--- config.mk ---
export PLATFORM = sky130hd
export DESIGN_NAME = isp_param_fetch
export DESIGN_NICKNAME = d
export VERILOG_FILES = /design/src/rtl/isp_param_fetch.sv
export SDC_FILE = /design/constraint.sdc
export NUM_CORES = 1
export LEC_CHECK = 0
export BUFFER_PORTS_ARGS = -buffer_cell sky130_fd_sc_hd__buf_2
export CAP_MARGIN = 30
export CORE_AREA = 2 2 237 239
export DETAILED_ROUTE_END_ITERATION = 16
export DIE_AREA = 0 0 239 241
export GPL_ROUTABILITY_DRIVEN = 0
export GPL_TIMING_DRIVEN = 1
export HOLD_SLACK_MARGIN = 0.15
export MAX_ROUTING_LAYER = met4
export PLACE_DENSITY = 0.75
export SLEW_MARGIN = 20
export SYNTH_ARGS = -nofsm -noshare
export SYNTH_HDL_FRONTEND = slang
export SYNTH_SLANG_ARGS = --single-unit
--- constraint.sdc ---
create_clock -name clock -period 6.8 [get_ports clock]
set_input_delay 0.34 -clock clock [delete_from_list [all_inputs] [get_ports clock]]
set_output_delay 0.34 -clock clock [all_outputs]
set_load 0.005 [all_outputs]
--- src/rtl/isp_param_fetch.sv ---
// rtl/isp_param_fetch.sv - fetches primitive headers and vertices from VRAM for the ISP rasterizer
module isp_param_fetch (
    input  logic        clock,
    input  logic        reset_n,
    input  logic        render_poly,
    input  logic [23:0] poly_addr,
    input  logic [31:0] opb_word,
    input  logic        vram_wait,
    input  logic        vram_valid,
    output logic        isp_vram_rd,
    output logic [23:0] isp_vram_addr,
    input  logic [31:0] isp_vram_din,
    output logic [31:0] isp_inst,
    output logic [31:0] tsp_inst,
    output logic [31:0] tcw_word,
    output logic [31:0] vert_a_x,
    output logic [31:0] vert_a_y,
    output logic [31:0] vert_a_z,
    output logic [31:0] vert_b_x,
    output logic [31:0] vert_b_y,
    output logic [31:0] vert_b_z,
    output logic [31:0] vert_c_x,
    output logic [31:0] vert_c_y,
    output logic [31:0] vert_c_z,
    output logic [31:0] vert_d_x,
    output logic [31:0] vert_d_y,
    output logic [31:0] vert_d_z,
    output logic        tri_quad,
    output logic        tri_odd,
    output logic        tri_valid,
    input  logic        rast_done,
    output logic        poly_drawn,
    output logic        busy
);
    typedef enum logic [2:0] {S_IDLE, S_HDR, S_VTX, S_EMIT, S_WAIT_RAST, S_NEXT, S_DONE} state_t;

    state_t                r_state;
    state_t                w_state_nxt;
    logic                  r_wait_data;
    logic [23:0]           r_base;
    logic [3:0]            r_idx;
    logic [1:0]            r_word;
    logic [1:0]            r_vtx;
    logic [31:0]           r_isp, r_tsp, r_tcw;
    logic [3:0][2:0][31:0] r_vert;
    logic                  r_tri_odd, r_tri_quad;

    logic       w_strip, w_quad_arr, w_fetch_op, w_shadow, w_unused;
    logic [2:0] w_skip;
    logic [8:0] w_hdr_words, w_vstride, w_prim_words, w_voff, w_off;
    logic [3:0] w_vnum, w_search_start, w_next_tri;
    logic       w_found, w_fetching, w_accept, w_got, w_vtx_last, w_arr_last;

    assign w_strip      = ~opb_word[31];
    assign w_quad_arr   = (opb_word[31:29] == 3'b101);
    assign w_fetch_op   = w_strip | (opb_word[31:29] == 3'b100) | w_quad_arr;
    assign w_shadow     = opb_word[24];
    assign w_skip       = opb_word[23:21];
    assign w_unused     = ^opb_word[20:0];
    assign w_hdr_words  = w_shadow ? 9'd5 : 9'd3;
    assign w_vstride    = w_shadow ? 9'd3 + {5'd0, w_skip, 1'b0} : 9'd3 + {6'd0, w_skip};
    assign w_prim_words = w_hdr_words + (w_quad_arr ? {w_vstride[6:0], 2'b00} : 9'd3 * w_vstride);
    assign w_arr_last   = (r_idx == opb_word[28:25]);

    // Strip triangles index vertices from the shared list; array primitives restart at 0.
    assign w_vnum  = (w_strip ? r_idx : 4'd0) + {2'd0, r_vtx};
    assign w_voff  = w_hdr_words + {5'd0, w_vnum} * w_vstride + {7'd0, r_word};
    assign w_off   = (r_state == S_HDR) ? {7'd0, r_word} : w_voff;

    assign w_fetching    = (r_state == S_HDR) || (r_state == S_VTX);
    assign isp_vram_rd   = w_fetching && !r_wait_data;
    assign isp_vram_addr = isp_vram_rd ? r_base + {13'd0, w_off, 2'b00} : 24'd0;
    assign w_accept      = isp_vram_rd && !vram_wait;
    assign w_got         = r_wait_data && vram_valid;
    assign w_vtx_last    = (r_word == 2'd2) && (r_vtx == (w_quad_arr ? 2'd3 : 2'd2));

    // Lowest enabled strip triangle at or after the search start.
    assign w_search_start = (r_state == S_NEXT) ? r_idx + 4'd1 : 4'd0;
    always_comb begin
        w_found    = 1'b0;
        w_next_tri = 4'd0;
        for (int i = 5; i >= 0; i--) begin
            if (opb_word[30-i] && (4'(i) >= w_search_start)) begin
                w_found    = 1'b1;
                w_next_tri = 4'(i);
            end
        end
    end

    always_comb begin
        w_state_nxt = r_state;
        case (r_state)
            S_IDLE:      if (render_poly) w_state_nxt = w_fetch_op ? S_HDR : S_DONE;
            S_HDR:       if (w_got && r_word == 2'd2) w_state_nxt = (!w_strip || w_found) ? S_VTX : S_DONE;
            S_VTX:       if (w_got && w_vtx_last) w_state_nxt = S_EMIT;
            S_EMIT:      w_state_nxt = S_WAIT_RAST;
            S_WAIT_RAST: if (rast_done) w_state_nxt = S_NEXT;
            S_NEXT: begin
                if (w_strip) w_state_nxt = w_found ? S_VTX : S_DONE;
                else         w_state_nxt = w_arr_last ? S_DONE : S_HDR;
            end
            S_DONE:      w_state_nxt = S_IDLE;
            default:     w_state_nxt = S_IDLE;
        endcase
    end

    always_ff @(posedge clock or negedge reset_n) begin
        if (!reset_n) r_state <= S_IDLE;
        else          r_state <= w_state_nxt;
    end

    always_ff @(posedge clock or negedge reset_n) begin
        if (!reset_n) begin
            r_wait_data <= 1'b0;
            r_base      <= '0;
            r_idx       <= '0;
            r_word      <= '0;
            r_vtx       <= '0;
            r_isp       <= '0;
            r_tsp       <= '0;
            r_tcw       <= '0;
            r_vert      <= '0;
            r_tri_odd   <= 1'b0;
            r_tri_quad  <= 1'b0;
        end else begin
            if (w_accept)   r_wait_data <= 1'b1;
            else if (w_got) r_wait_data <= 1'b0;
            case (r_state)
                S_IDLE: if (render_poly) begin
                    r_base <= poly_addr;
                    r_idx  <= '0;
                    r_word <= '0;
                    r_vtx  <= '0;
                end
                S_HDR: if (w_got) begin
                    case (r_word)
                        2'd0:    r_isp <= isp_vram_din;
                        2'd1:    r_tsp <= isp_vram_din;
                        default: r_tcw <= isp_vram_din;
                    endcase
                    if (r_word == 2'd2) begin
                        r_word <= '0;
                        if (w_strip) r_idx <= w_next_tri;
                    end else begin
                        r_word <= r_word + 2'd1;
                    end
                end
                S_VTX: if (w_got) begin
                    r_vert[r_vtx][r_word] <= isp_vram_din;
                    if (r_word == 2'd2) begin
                        r_word <= '0;
                        if (w_vtx_last) begin
                            r_vtx      <= '0;
                            r_tri_odd  <= w_strip & r_idx[0];
                            r_tri_quad <= w_quad_arr;
                        end else begin
                            r_vtx <= r_vtx + 2'd1;
                        end
                    end else begin
                        r_word <= r_word + 2'd1;
                    end
                end
                S_NEXT: begin
                    if (w_strip) begin
                        if (w_found) r_idx <= w_next_tri;
                    end else if (!w_arr_last) begin
                        r_idx  <= r_idx + 4'd1;
                        r_base <= r_base + {13'd0, w_prim_words, 2'b00};
                    end
                end
                default: ;
            endcase
        end
    end

    assign isp_inst   = r_isp;
    assign tsp_inst   = r_tsp;
    assign tcw_word   = r_tcw;
    assign vert_a_x   = r_vert[0][0];
    assign vert_a_y   = r_vert[0][1];
    assign vert_a_z   = r_vert[0][2];
    assign vert_b_x   = r_vert[1][0];
    assign vert_b_y   = r_vert[1][1];
    assign vert_b_z   = r_vert[1][2];
    assign vert_c_x   = r_vert[2][0];
    assign vert_c_y   = r_vert[2][1];
    assign vert_c_z   = r_vert[2][2];
    assign vert_d_x   = r_vert[3][0];
    assign vert_d_y   = r_vert[3][1];
    assign vert_d_z   = r_vert[3][2];
    assign tri_quad   = r_tri_quad;
    assign tri_odd    = r_tri_odd;
    assign tri_valid  = (r_state == S_EMIT);
    assign poly_drawn = (r_state == S_DONE);
    assign busy       = (r_state != S_IDLE);
endmodule
-- Yosys cells after proc, flatten, opt, wreduce, memory -nomap -nowiden
Index checks and enable logic that the tools add are counted.
- register bits: 518
- latch bits: 0
- bits in writable memories: 0
- memory bits (read-only): 0
- input port bits: 94
- output and inout port bits: 510
- word-level logic and storage cells: 172
- memories: 0
- $add $sub $neg: 11
- multipliers: 2
- divide/modulo/power cells: 0
- $lt $le $gt $ge: 10
- equality and inequality tests: 26
- shift-type cells: 0
- muxes and demuxes: 57
- bitwise gates (word level): 5
- reduce and logical (&&, ||, !) cells: 38
- operators with widths (operator ; number):
    384-bit bitwise mux ; 1
    96-bit demux with 2-bit select ; 1
    24-bit 2-to-1 mux ; 4
    96-bit 2-to-1 mux ; 1
    32-bit demux with 2-bit select ; 1
    4-bit 2-to-1 mux ; 12
    24-bit case mux with 2 select lines ; 1
    3-bit 2-to-1 mux ; 13
    32-bit 2-to-1 mux ; 1
    24-bit by 10-bit adder with 24-bit output ; 1
    24-bit by 11-bit adder with 24-bit output ; 1
    3-bit case mux with 6 select lines ; 1
    4-bit AND reduction ; 4
    3-bit equality test, second input constant ; 5
    1-bit logical AND ; 14
    2-bit != test, second input constant ; 7
    2-bit 2-to-1 mux ; 6
    4-bit case mux with 3 select lines ; 1
    3-bit AND reduction ; 4
    2-bit by 1-bit != test with 1-bit output, second input constant ; 5
    3-bit by 9-bit adder with 9-bit output ; 1
    9-bit by 2-bit adder with 9-bit output ; 1
    4-bit by 5-bit multiplier with 9-bit output ; 1
    1-bit 2-to-1 mux ; 9
    35 further kinds ; 53

-- Logic depth before layout (Yosys ltp)
- depth in word-level cells: 14
- mapped depth: 27
- mapped depth without buffers: 26

-- Least setup slack after synthesis
Ideal clock, no wire load.
- path kind: input-to-output
- start: input opb_word[31]
- end: output isp_vram_addr[19]
- arrival: 5369 ps
- required time: 6460 ps
- path slack: 1091 ps
- cell stages on the path: 23
- path buffers: 1
- cells stage by stage: clkbuf_1 > nor2_1 > ha_1 > fa_1 > xnor2_1 > nand2_1 > fa_1 > inv_1 > fa_1 > ha_1 > ha_1 > o21ai_0 > a21oi_1 > o21ai_0 > nand2b_1 > xnor2_1 > nor2_1 > ha_1 > a21oi_1 > o31ai_1 > nand3_1 > xor2_1 > nor2_1
- longest elaborated chain between the ends: 8
- RTL lines (what ; RTL line ; text):
    start, declared ; 7 ; input logic [31:0] opb_word,
    4-bit 2-to-1 mux ; 66 ; assign w_vnum = (w_strip ? r_idx : 4'd0) + {2'd0, r_vtx};
    4-bit by 2-bit adder with 4-bit output ; 66 ;
    4-bit by 5-bit multiplier with 9-bit output ; 67 ; assign w_voff = w_hdr_words + {5'd0, w_vnum} * w_vstride + {7'd0, r_word};
    3-bit by 9-bit adder with 9-bit output ; 67 ;
    9-bit by 2-bit adder with 9-bit output ; 67 ;
    9-bit 2-to-1 mux ; 68 ; assign w_off = (r_state == S_HDR) ? {7'd0, r_word} : w_voff;
    24-bit by 11-bit adder with 24-bit output ; 72 ; assign isp_vram_addr = isp_vram_rd ? r_base + {13'd0, w_off, 2'b00} : 24'd0;
    24-bit 2-to-1 mux ; 72 ;
    end, declared ; 11 ; output logic [23:0] isp_vram_addr,
No other way between the ends.

-- Final worst setup path
- start: register r_idx[1]
- end: output isp_vram_addr[19]
- longest elaborated chain between the ends: 8
- RTL lines (what ; RTL line ; text):
    start, declared ; 41 ; logic [3:0] r_idx;
    start signal, assigned ; 143 ; if (w_strip) r_idx <= w_next_tri;
    start signal, assigned ; 165 ; if (w_found) r_idx <= w_next_tri;
    start signal, assigned ; 167 ; r_idx <= r_idx + 4'd1;
    4-bit 2-to-1 mux ; 66 ;
    4-bit by 2-bit adder with 4-bit output ; 66 ;
    4-bit by 5-bit multiplier with 9-bit output ; 67 ;
    3-bit by 9-bit adder with 9-bit output ; 67 ;
    9-bit by 2-bit adder with 9-bit output ; 67 ;
    9-bit 2-to-1 mux ; 68 ;
    24-bit by 11-bit adder with 24-bit output ; 72 ;
    24-bit 2-to-1 mux ; 72 ;
No other way between the ends.

==> results.sh <==
export IMPL_fmax_mhz=154.3
export IMPL_timing_final_ws_setup_ps=317.4
export IMPL_fin_crit_sh_pct=95.33
export IMPL_ios=604
export IMPL_syn_inst=1711
export IMPL_synthesis_nets=1870
export IMPL_clkSlewWorstSetupHoldPaths_ps=60
export IMPL_required_ps=6460
export IMPL_fin_area_sq_um=28720
export IMPL_p_leak_nw=15.79
export IMPL_numCtsBuffers=54
export IMPL_detail_route_antenna_nets=0
export IMPL_placed_area_sq_um=26400
export IMPL_setup_viol=0
export IMPL_critPathLaunchType="flip-flop"
export IMPL_row_count=86
export IMPL_dr_first_iter_drc_count=956
export IMPL_slowest_delay_ps=550
export IMPL_first_pass_iters=5
export IMPL_fin_skew_ps=12.52
export IMPL_wl_per_cell_um=22.00
export IMPL_worstMarginPinSlew_ps=1038
export IMPL_cts_tree="yes"
export IMPL_netlist_area_sq_um=22740
export IMPL_syn_mean_instance_area_sq_um=13.29
export IMPL_period_needed_ps=6483
export IMPL_overflow=0
export IMPL_crit_path_max_fanout=7
export IMPL_drc_errors=0
export IMPL_ir_worst_vdd_v=0.0003283
export IMPL_critPathKind="reg -> out"
export IMPL_pre_cts_ws_ps=319.6
export IMPL_slew_headroom_pct=30.82
export IMPL_ys_ff_latch=518
export IMPL_nNetsFinal=2457
export IMPL_wirelength_um=66990
export IMPL_vias=16489
export IMPL_power_density_nw_per_um2=385.3
export IMPL_cts_buffer_depth=3
export IMPL_track_usage_pct=22.97
export IMPL_area_growth_syn_to_layout_pct=26.26
export IMPL_dieHeight_um=241
export IMPL_cp_end_kind="primary output"
export IMPL_report_final_hold_viol_count=0
export IMPL_holdCritPathClass="in -> reg"
export IMPL_die_w_um=239
export IMPL_crit_arrival_ps=6140
export IMPL_core_area_sq_um=54880
export IMPL_max_cap_violations=0
export IMPL_dieArea_sq_um=57600
export IMPL_status="finished, final reports clean"
export IMPL_crit_slowest_cell="fa_1"
export IMPL_grt_pass1_wl_um=98550
export IMPL_clk_latency_ps=600
export IMPL_clock_root_buffer="clkbuf_16"
export IMPL_ys_warn_count=0
export IMPL_synth_main_ff_cell="dfrtp_1"
export IMPL_cts_sinks=518
export IMPL_drive_gt1_share_pct=52.31
export IMPL_start_util_pct=41.45
export IMPL_dp_hpwl_um=46540
export IMPL_grt_pass1_vias=16174
export IMPL_io_buffers=582
export IMPL_antenna_found_initial=2
export IMPL_drv_slew=0
export IMPL_synth_distinct_cells=66
export IMPL_htreeDepth=2
export IMPL_grt_max_degree=171
export IMPL_synth_seq_area_share_pct=56.99
export IMPL_viasPerCell=5.415
export IMPL_async_flop_share_pct=100.0
export IMPL_synth_edf_count=0
==> state kept, by name, indices dropped and copies added, names as in the netlist <==
register,flops
vert_a_y,32
vert_c_x,32
vert_d_x,32
tri_odd,1
vert_c_y,32
r_word,2
r_base,24
tcw_word,32
r_idx,4
vert_c_z,32
tsp_inst,32
vert_a_x,32
vert_d_y,32
r_wait_data,1
r_state,3
vert_b_y,32
vert_b_x,32
isp_inst,32
tri_quad,1
vert_d_z,32
r_vtx,2
vert_a_z,32
vert_b_z,32
==> through the flow <==
stage	hold WS [ps]	instances	util (%)	setup TNS, ps	total power [W]
global route	189.0	3045	52.33	-21.00	0.01168
CTS	164.8	3037	52.04	0	0.01110
global placement	449.5	2906	47.85	0	0.007774
floorplan	44.41	1711	-	0	0.006347
finish	193.0	3045	52.33	0	0.01106
detailed placement	465.1	2913	48.11	0	0.007933
==> power by group <==
| group | internal [W] | leakage, nW | total (W) | switching, W |
|---|---|---|---|---|
| combinational | 0.00174 | 7.87 | 0.00348 | 0.00174 |
| sequential | 0.00394 | 6.99 | 0.00447 | 0.000533 |
| clock | 0.00186 | 0.926 | 0.00311 | 0.00125 |
| total | 0.00754 | 15.8 | 0.0111 | 0.00352 |
==> timing repair <==
item	4_1_cts	5_1_grt
endpoints found under the hold margin	136	0
gates cloned	0	0
setup endpoints to repair	14	14
hold buffers	24	0
buffers inserted	2	4
pin swaps	1	6
resized for setup	5	13
==> layout make-up <==
| cell class | instances | area [sq um] |
|---|---|---|
| clock buffers | 74 | 1539 |
| repair buffers | 639 | 3570 |
| clock inverters | 24 | 347.8 |
| diodes | 1 | 2.502 |
| multi-input cells | 1041 | 9248 |
| flip-flops and latches | 518 | 12960 |
| well taps | 704 | 880.8 |
| fillers | 4591 | 26160 |
| inverters | 44 | 165.2 |
==> synthesized netlist by cell type, types with 7 or more instances <==
library cell	number	area share (%)
xor2_1	21	0.81
ha_1	51	2.8
and2_1	16	0.44
nand2b_1	8	0.22
nand3_1	16	0.35
fa_1	14	1.2
buf_2	55	1.2
nand2_1	85	1.4
o21ai_0	54	1.2
nor2b_1	10	0.28
clkbuf_1	49	0.81
and3_1	7	0.19
inv_1	43	0.71
dfrtp_1	518	57
a21oi_1	47	1.0
a21o_1	11	0.36
a31oi_1	8	0.22
nor3_1	22	0.48
xnor2_1	26	1.0
mux2_2	480	24
nor2_1	80	1.3
==> cell usage in the layout (no fill, tap or decap), drive strengths merged, types with 21 or more instances in the layout <==
| cell | count |
|---|---|
| nor3 | 24 |
| xnor2 | 26 |
| nor2 | 81 |
| dfrtp | 518 |
| inv | 46 |
| mux2 | 481 |
| nand2 | 86 |
| clkbuf | 74 |
| o21ai | 55 |
| buf | 615 |
| a21oi | 47 |
| xor2 | 21 |
| dlygate4sd3 | 24 |
| ha | 51 |
==> critical path, delay by kind of cell (launching register included) <==
family                     cells  cell delay [ps]
adders and majority gates      6             2120
and+or+nand+nor                9             1360
AOI/OAI and AO/OA              6              800
xor gates and xnor gates       3              500
DFF                            1              430
buffers and inverters          3              340
==> worst paths after layout <==
path	start	endpoint	slack, ps	depth (start not counted)
max in group asynchronous	reset_n	r_idx[1]$_DFFE_PN0P_	4760	4
min reg2reg	r_base[0]$_DFFE_PN0P_	r_base[0]$_DFFE_PN0P_	490	2
min	poly_addr[22]	r_base[22]$_DFFE_PN0P_	190	4
min in group asynchronous	reset_n	tcw_word[13]$_DFFE_PN0P_	430	2
max	r_idx[1]$_DFFE_PN0P_	isp_vram_addr[19]	320	27
max reg2reg	r_base[3]$_DFFE_PN0P_	r_base[11]$_DFFE_PN0P_	3850	8
==> kinds of logic (layout without fill, tap and decap cells) <==
| family | Yosys count | after routing | share of synthesized area (%) |
|---|---|---|---|
| buffers and inverters | 152 | 781 | 2.844 |
| other | 0 | 1 | 0 |
| adders and majority gates | 65 | 65 | 4.038 |
| AOI/OAI and AO/OA | 173 | 173 | 4.792 |
| xor gates and xnor gates | 47 | 47 | 1.810 |
| DFF | 518 | 518 | 56.99 |
| and+or+nand+nor | 273 | 273 | 5.622 |
| muxes | 483 | 483 | 23.90 |
==> metal layers <==
metal / up-vias / track usage, % / wire length (um)
met2: 654 / 37.93 / 33130
met4: 0 / 7.576 / 2207
met3: 142 / 4.541 / 4319
met5: - / - / 0
li1: 7200 / - / -
met1: 8493 / 28.41 / 27330
No activity file was read; power rests on OpenSTA's default activity.
